<file path="src/rtl/alu_pkg.sv">
// alu_pkg: shared widths, opcode constants and the packed command record for the ALU command queue.
package alu_pkg;
    localparam int DW = 8;
    localparam int IW = 3;
    localparam int RW = 2 * DW;
    localparam logic [IW-1:0] OP_IDLE = 3'b000;
    localparam logic [IW-1:0] OP_ADD  = 3'b001;
    localparam logic [IW-1:0] OP_SUB  = 3'b010;
    localparam logic [IW-1:0] OP_MUL  = 3'b011;
    localparam logic [IW-1:0] OP_AND  = 3'b100;
    localparam logic [IW-1:0] OP_OR   = 3'b101;
    localparam logic [IW-1:0] OP_XOR  = 3'b110;
    localparam logic [IW-1:0] OP_NOT  = 3'b111;
    typedef struct packed {
        logic [IW-1:0] inst;
        logic [DW-1:0] a;
        logic [DW-1:0] b;
    } cmd_t;
endpackage

</file>
<file path="src/rtl/alu_cmd_queue_if.sv">
// alu_cmd_queue_if: producer-side command handshake plus the ALU issue/result signals of the queue.
interface alu_cmd_queue_if import alu_pkg::*; #(
    parameter int DEPTH = 4,
    parameter int QDW = DW,
    parameter int QIW = IW
);
    localparam int CW = $clog2(DEPTH) + 1;
    logic           cmd_valid_i;
    logic           cmd_ready_o;
    logic [QIW-1:0] cmd_inst_i;
    logic [QDW-1:0] cmd_a_i;
    logic [QDW-1:0] cmd_b_i;
    logic           issue_en_i;
    logic           flush_i;
    logic [QIW-1:0] inst_o;
    logic [QDW-1:0] data_a_o;
    logic [QDW-1:0] data_b_o;
    logic           issue_vld_o;
    logic           result_vld_o;
    logic [CW-1:0]  count_o;
    modport slave (
        input  cmd_valid_i, cmd_inst_i, cmd_a_i, cmd_b_i, issue_en_i, flush_i,
        output cmd_ready_o, inst_o, data_a_o, data_b_o, issue_vld_o, result_vld_o, count_o
    );
    modport master (
        output cmd_valid_i, cmd_inst_i, cmd_a_i, cmd_b_i, issue_en_i, flush_i,
        input  cmd_ready_o, inst_o, data_a_o, data_b_o, issue_vld_o, result_vld_o, count_o
    );
endinterface

</file>
<file path="src/rtl/alu_cmd_fifo.sv">
// alu_cmd_fifo: command storage with wrapping pointers and occupancy count; storage itself is not reset.
module alu_cmd_fifo #(
    parameter int DEPTH = 4,
    parameter int W = 19,
    localparam int PW = $clog2(DEPTH),
    localparam int CW = PW + 1
) (
    input  logic          clk_p_i,
    input  logic          reset_n_i,
    input  logic          push_i,
    input  logic          pop_i,
    input  logic          flush_i,
    input  logic [W-1:0]  wdata_i,
    output logic [W-1:0]  rdata_o,
    output logic [CW-1:0] count_o
);
    logic [W-1:0]  mem_q [DEPTH];
    logic [PW-1:0] wptr_q, wptr_d, rptr_q, rptr_d;
    logic [CW-1:0] count_q, count_d;
    always_comb begin
        wptr_d  = flush_i ? '0 : wptr_q + PW'(push_i);
        rptr_d  = flush_i ? '0 : rptr_q + PW'(pop_i);
        count_d = flush_i ? '0 : count_q + CW'(push_i) - CW'(pop_i);
    end
    always_ff @(posedge clk_p_i or negedge reset_n_i) begin
        if (!reset_n_i) begin
            wptr_q  <= '0;
            rptr_q  <= '0;
            count_q <= '0;
        end else begin
            wptr_q  <= wptr_d;
            rptr_q  <= rptr_d;
            count_q <= count_d;
        end
    end
    always_ff @(posedge clk_p_i) begin
        if (push_i) mem_q[wptr_q] <= wdata_i;
    end
    assign rdata_o = mem_q[rptr_q];
    assign count_o = count_q;
endmodule

</file>
<file path="src/rtl/alu_cmd_queue.sv">
// alu_cmd_queue: buffers producer commands and issues them to a latency-1 ALU, driving idle zeros when nothing issues.
module alu_cmd_queue #(
    parameter int DEPTH = 4,
    parameter int DW = alu_pkg::DW,
    parameter int IW = alu_pkg::IW
) (
    input logic clk_p_i,
    input logic reset_n_i,
    alu_cmd_queue_if.slave bus
);
    localparam int CW = $clog2(DEPTH) + 1;
    localparam int W = IW + 2 * DW;
    logic [CW-1:0] count;
    logic [W-1:0]  rdata, issue_q, issue_d;
    logic          ready, push, pop;
    logic          issue_vld_q, issue_vld_d, result_vld_q;
    // ready looks only at the registered count, so a full queue never accepts even while popping
    always_comb begin
        ready       = (count < CW'(DEPTH)) && !bus.flush_i;
        push        = bus.cmd_valid_i && ready;
        pop         = (count != '0) && bus.issue_en_i && !bus.flush_i;
        issue_vld_d = pop;
        issue_d     = pop ? rdata : '0;
    end
    alu_cmd_fifo #(.DEPTH(DEPTH), .W(W)) u_fifo (
        .clk_p_i   (clk_p_i),
        .reset_n_i (reset_n_i),
        .push_i    (push),
        .pop_i     (pop),
        .flush_i   (bus.flush_i),
        .wdata_i   ({bus.cmd_inst_i, bus.cmd_a_i, bus.cmd_b_i}),
        .rdata_o   (rdata),
        .count_o   (count)
    );
    always_ff @(posedge clk_p_i or negedge reset_n_i) begin
        if (!reset_n_i) begin
            issue_q      <= '0;
            issue_vld_q  <= 1'b0;
            result_vld_q <= 1'b0;
        end else begin
            issue_q      <= issue_d;
            issue_vld_q  <= issue_vld_d;
            result_vld_q <= issue_vld_q;
        end
    end
    assign bus.cmd_ready_o  = ready;
    assign {bus.inst_o, bus.data_a_o, bus.data_b_o} = issue_q;
    assign bus.issue_vld_o  = issue_vld_q;
    assign bus.result_vld_o = result_vld_q;
    assign bus.count_o      = count;
endmodule

</file>
<file path="src/flat_wrapper.sv">
// flat-port wrapper written by rule: the top's interface ports become plain ports
module alu_cmd_queue_flat import alu_pkg::*;
#(
    parameter int DEPTH = 4,
    parameter int DW = alu_pkg::DW,
    parameter int IW = alu_pkg::IW
)
  (clk_p_i, reset_n_i, bus_cmd_valid_i, bus_cmd_inst_i, bus_cmd_a_i, bus_cmd_b_i, bus_issue_en_i, bus_flush_i, bus_cmd_ready_o, bus_inst_o, bus_data_a_o, bus_data_b_o, bus_issue_vld_o, bus_result_vld_o, bus_count_o);
  alu_cmd_queue_if #(.DEPTH(DEPTH)) bus_i ();
  input logic clk_p_i;
  input logic reset_n_i;
  input wire logic [$bits(bus_i.cmd_valid_i)-1:0] bus_cmd_valid_i;
  input wire logic [$bits(bus_i.cmd_inst_i)-1:0] bus_cmd_inst_i;
  input wire logic [$bits(bus_i.cmd_a_i)-1:0] bus_cmd_a_i;
  input wire logic [$bits(bus_i.cmd_b_i)-1:0] bus_cmd_b_i;
  input wire logic [$bits(bus_i.issue_en_i)-1:0] bus_issue_en_i;
  input wire logic [$bits(bus_i.flush_i)-1:0] bus_flush_i;
  output wire logic [$bits(bus_i.cmd_ready_o)-1:0] bus_cmd_ready_o;
  output wire logic [$bits(bus_i.inst_o)-1:0] bus_inst_o;
  output wire logic [$bits(bus_i.data_a_o)-1:0] bus_data_a_o;
  output wire logic [$bits(bus_i.data_b_o)-1:0] bus_data_b_o;
  output wire logic [$bits(bus_i.issue_vld_o)-1:0] bus_issue_vld_o;
  output wire logic [$bits(bus_i.result_vld_o)-1:0] bus_result_vld_o;
  output wire logic [$bits(bus_i.count_o)-1:0] bus_count_o;
  assign bus_i.cmd_valid_i = bus_cmd_valid_i;
  assign bus_i.cmd_inst_i = bus_cmd_inst_i;
  assign bus_i.cmd_a_i = bus_cmd_a_i;
  assign bus_i.cmd_b_i = bus_cmd_b_i;
  assign bus_i.issue_en_i = bus_issue_en_i;
  assign bus_i.flush_i = bus_flush_i;
  assign bus_cmd_ready_o = bus_i.cmd_ready_o;
  assign bus_inst_o = bus_i.inst_o;
  assign bus_data_a_o = bus_i.data_a_o;
  assign bus_data_b_o = bus_i.data_b_o;
  assign bus_issue_vld_o = bus_i.issue_vld_o;
  assign bus_result_vld_o = bus_i.result_vld_o;
  assign bus_count_o = bus_i.count_o;
  alu_cmd_queue #(.DEPTH(DEPTH), .DW(DW), .IW(IW)) u_core (.clk_p_i(clk_p_i), .reset_n_i(reset_n_i), .bus(bus_i));
endmodule
</file>
<file path="config.mk">
export PLATFORM = sky130hd
export DESIGN_NAME = alu_cmd_queue_flat
export DESIGN_NICKNAME = d
export VERILOG_FILES = /design/src/rtl/alu_pkg.sv /design/src/rtl/alu_cmd_queue_if.sv /design/src/rtl/alu_cmd_fifo.sv /design/src/rtl/alu_cmd_queue.sv /design/src/flat_wrapper.sv
export SDC_FILE = /design/constraint.sdc
export NUM_CORES = 1
export LEC_CHECK = 0
export CAP_MARGIN = 40
export CORE_MARGIN = 10
export CORE_UTILIZATION = 43
export CTS_BUF_LIST = sky130_fd_sc_hd__clkbuf_8 sky130_fd_sc_hd__clkbuf_16
export DETAILED_ROUTE_END_ITERATION = 8
export GPL_TIMING_DRIVEN = 1
export SYNTH_ARGS = -nofsm -noshare
export SYNTH_HDL_FRONTEND = slang
export SYNTH_SLANG_ARGS = --single-unit
</file>
<file path="constraint.sdc">
create_clock -name clk_p_i -period 3.1 [get_ports clk_p_i]
set_input_delay 0.62 -clock clk_p_i [delete_from_list [all_inputs] [get_ports clk_p_i]]
set_output_delay 0.62 -clock clk_p_i [all_outputs]
set_load 0.01 [all_outputs]
</file>
==> results.yml <==
grt:
  grt_overflow_total: 0
  antenna_found_initial: 0
  grt_pass1_wl_um: 11000
  grt_usage_pct: 11.1
  grt_start_max_net_pins: 29
  grt_pass1_vias: 1941
placed_design:
  routabilityCongestion: 0.735
  port_buffers: 48
  dp_hpwl_um: 4360
critical_path:
  cp_max_fo: 9
  worstSetupEndpointType: "output pin"
  arrival_ns: 1.83
  cp-endpoint: "bus_cmd_ready_o"
  cp-start-kind: "primary input"
  cp-startpoint: "bus_flush_i"
  critPathKind: "primary input to output pin"
  reg2reg_slack_ns: 0.85
  required_ns: 2.48
  r2r_start: "u_core.u_fifo.count_o[1]"
  reg2reg_to: "u_core.u_fifo.count_o[2]"
  ff2ff_path_depth: 9
sta:
  rsz0062_at_grt: "no"
  finalHoldViolCount: 0
  worst_hold_slack_ns: 0.378
  fin_crit_ns: 2.45
  fmax_ghz: 0.409
  setup_viol: 0
  slew_headroom_pct: 73.2
  drv_slew: 0
  fin_tns_setup_ns: 0
  worst_pin_slew_ns: 0.402
  finClkSkew_ns: 0.00935
  period_share_pct: 79.0
synthesis:
  synth_area_leader_cell: "edfxtp_1"
  muxShareOfSynthArea_pct: 12.0
  syn_area_mm2: 0.00384
  yosysWarningCount: 0
  synthSimpleGateAreaFrac_pct: 5.47
  synth_edf_count: 76
  ys_ff_latch: 104
  synthXorXnorAreaFrac_pct: 1.04
  synth_compound_area_share_pct: 0
  synth-async-reset-ratio_pct: 26.9
  synth_commonest_cells: "76 x edfxtp_1, 28 x dfrtp_1, 20 x and3_1"
  synth-adder-area-share_pct: 1.82
  synthFlopType: "edfxtp_1"
  syn_inst: 179
  yosysMostFrequentCell: "edfxtp_1"
  synth_nets: 208
  synth_cell_type_count: 21
  synth_top_area_share_pct: 59.4
  synth_area_leaders: "edfxtp_1 59%, dfrtp_1 18%, mux4_1 6.2%, mux4_2 5.9%, and3_1 3.3%"
  syn_area_per_cell_um2: 21.5
  ys_seq_area_share_pct: 77.7
  synth_top_family_by_area: "multiplexers"
power:
  p_total_mw: 2.94
  peakVddDrop_uv: 228
  leakage_nw: 1.79
  powerDensity_mw_per_mm2: 620
cts:
  cts-root-buf: "clkbuf_8"
  cts_tree: "yes"
  clockBufferDepth: 2
  post_cts_buffers: 0
  clk_latency_ns: 0.35
  hold_buffers: 0
  clkSlewWorstSetupHoldPaths_ns: 0.09
  htree_levels: 3
  cts.repair.resized: 0
  numCtsBuffers: 9
  cts.sinks: 104
drt:
  drt-pass1-iter-count: 4
  ant_nets: 0
  viasPerCell: 5.17
  vias: 1840
  dr.first_iter.drc_count: 81
  routed_wl_um: 6910
  drc: 0
  wl_per_cell_um: 19.4
layout:
  fin_nets: 272
  fill_cells: 686
  seq_area_mm2: 0.00298
  multiInputGateArea_um2: 810
  drive_gt1_share_pct: 17.3
  area_growth_pct: 23.6
  insertedDiodeCount: 0
min_path:
  hp-class: "flip-flop to flip-flop"
  hp-start: "u_core.bus.issue_vld_o"
run_status:
  status: "complete, no violations"
die:
  rows: 34
  die_y_um: 115
  ios: 49
  core-area_mm2: 0.00872
  dieArea_mm2: 0.0131
  die_w_um: 115
  start_util_pct: 44.0
flow_run:
  cap_violations: 0
==> state kept, by name (all words and copies together), names as in the netlist <==
register and count:
u_core.bus.issue_vld_o 1, u_core.bus.result_vld_o 1, u_core.issue_q 19, u_core.u_fifo.count_o 3, u_core.u_fifo.mem_q 76, u_core.u_fifo.rptr_q 2, u_core.u_fifo.wptr_q 2
==> layout make-up <==
type,count,area share [%]
repair buffers,63,12.9
clock inverters,7,1.50
clock buffers,9,2.61
well taps,108,2.85
inverters,3,0.237
flip-flops and latches,104,62.8
multi-input cells,62,17.1
==> layer usage <==
layer	global-route usage [%]	part of all wire, %	wire, um	up-vias
li1	-	-	-	832
met1	14.1	43	3000	954
met2	17.6	50	3480	42
met3	2.46	4.5	311	12
met4	5.76	1.7	118	0
met5	0	0	0	-
==> per-stage QoR <==
stage | util [%] | setup WS, ns | cell area (um^2) | cells
after floorplan | - | 0.0665 | 3850 | 179
after global placement | 51.9 | 0.402 | 4520 | 339
after detailed placement | 52.2 | 0.338 | 4550 | 340
after CTS | 54.4 | 0.640 | 4750 | 356
after global routing | 54.4 | 0.562 | 4750 | 356
final | 54.4 | 0.652 | 4750 | 356
==> how the worst min path moves through the flow <==
| stage | endpoint | slack, ns | depth (start not counted) |
|---|---|---|---|
| 2_1_floorplan | u_core.bus.issue_vld_o | 0.32 | 0 |
| 3_3_place_gp | u_core.bus.result_vld_o | 0.36 | 0 |
| 3_5_place_dp | u_core.bus.result_vld_o | 0.36 | 0 |
| 4_1_cts | u_core.bus.result_vld_o | 0.38 | 0 |
| 5_1_grt | u_core.bus.result_vld_o | 0.41 | 0 |
| 6_report | u_core.bus.result_vld_o | 0.38 | 0 |
==> power breakdown <==
| part | total [mW] | internal, mW | leakage (nW) | switching, mW |
|---|---|---|---|---|
| Combinational | 0.494 | 0.265 | 0.620 | 0.229 |
| Clock | 0.828 | 0.375 | 0.0974 | 0.453 |
| Sequential | 1.62 | 1.58 | 1.07 | 0.0359 |
| Total | 2.94 | 2.22 | 1.79 | 0.718 |
==> kinds of logic after synthesis <==
group                      count (synthesis)
DFF                                      104
xor gates and xnor gates                   3
buffers and inverters                     13
adders and majority gates                  5
and+or+nand+nor                           35
muxes                                     19
==> cell usage in the layout (no fill, tap or decap) <==
| master | count |
|---|---|
| clkinvlp_4 | 2 |
| nor3b_4 | 2 |
| clkbuf_8 | 9 |
| nor3_2 | 1 |
| and2_1 | 1 |
| xnor3_1 | 1 |
| xnor2_1 | 2 |
| edfxtp_1 | 76 |
| mux4_2 | 10 |
| buf_16 | 1 |
| buf_4 | 14 |
| and3_1 | 20 |
| bufinv_16 | 1 |
| nor2_1 | 5 |
| ha_1 | 4 |
| or3b_1 | 1 |
| dfrtp_1 | 28 |
| inv_6 | 2 |
| inv_1 | 4 |
| clkdlybuf4s50_1 | 48 |
| nor2b_1 | 4 |
| clkinv_2 | 1 |
| fa_1 | 1 |
| or3_1 | 1 |
| mux4_1 | 9 |
==> worst max-delay path: stages <==
cell and delay [ns]:
clkdlybuf4s50_1 0.41, buf_4 0.17, nor2_1 0.08, clkdlybuf4s50_1 0.54
Note: power is estimated with default switching activity, not from simulation.
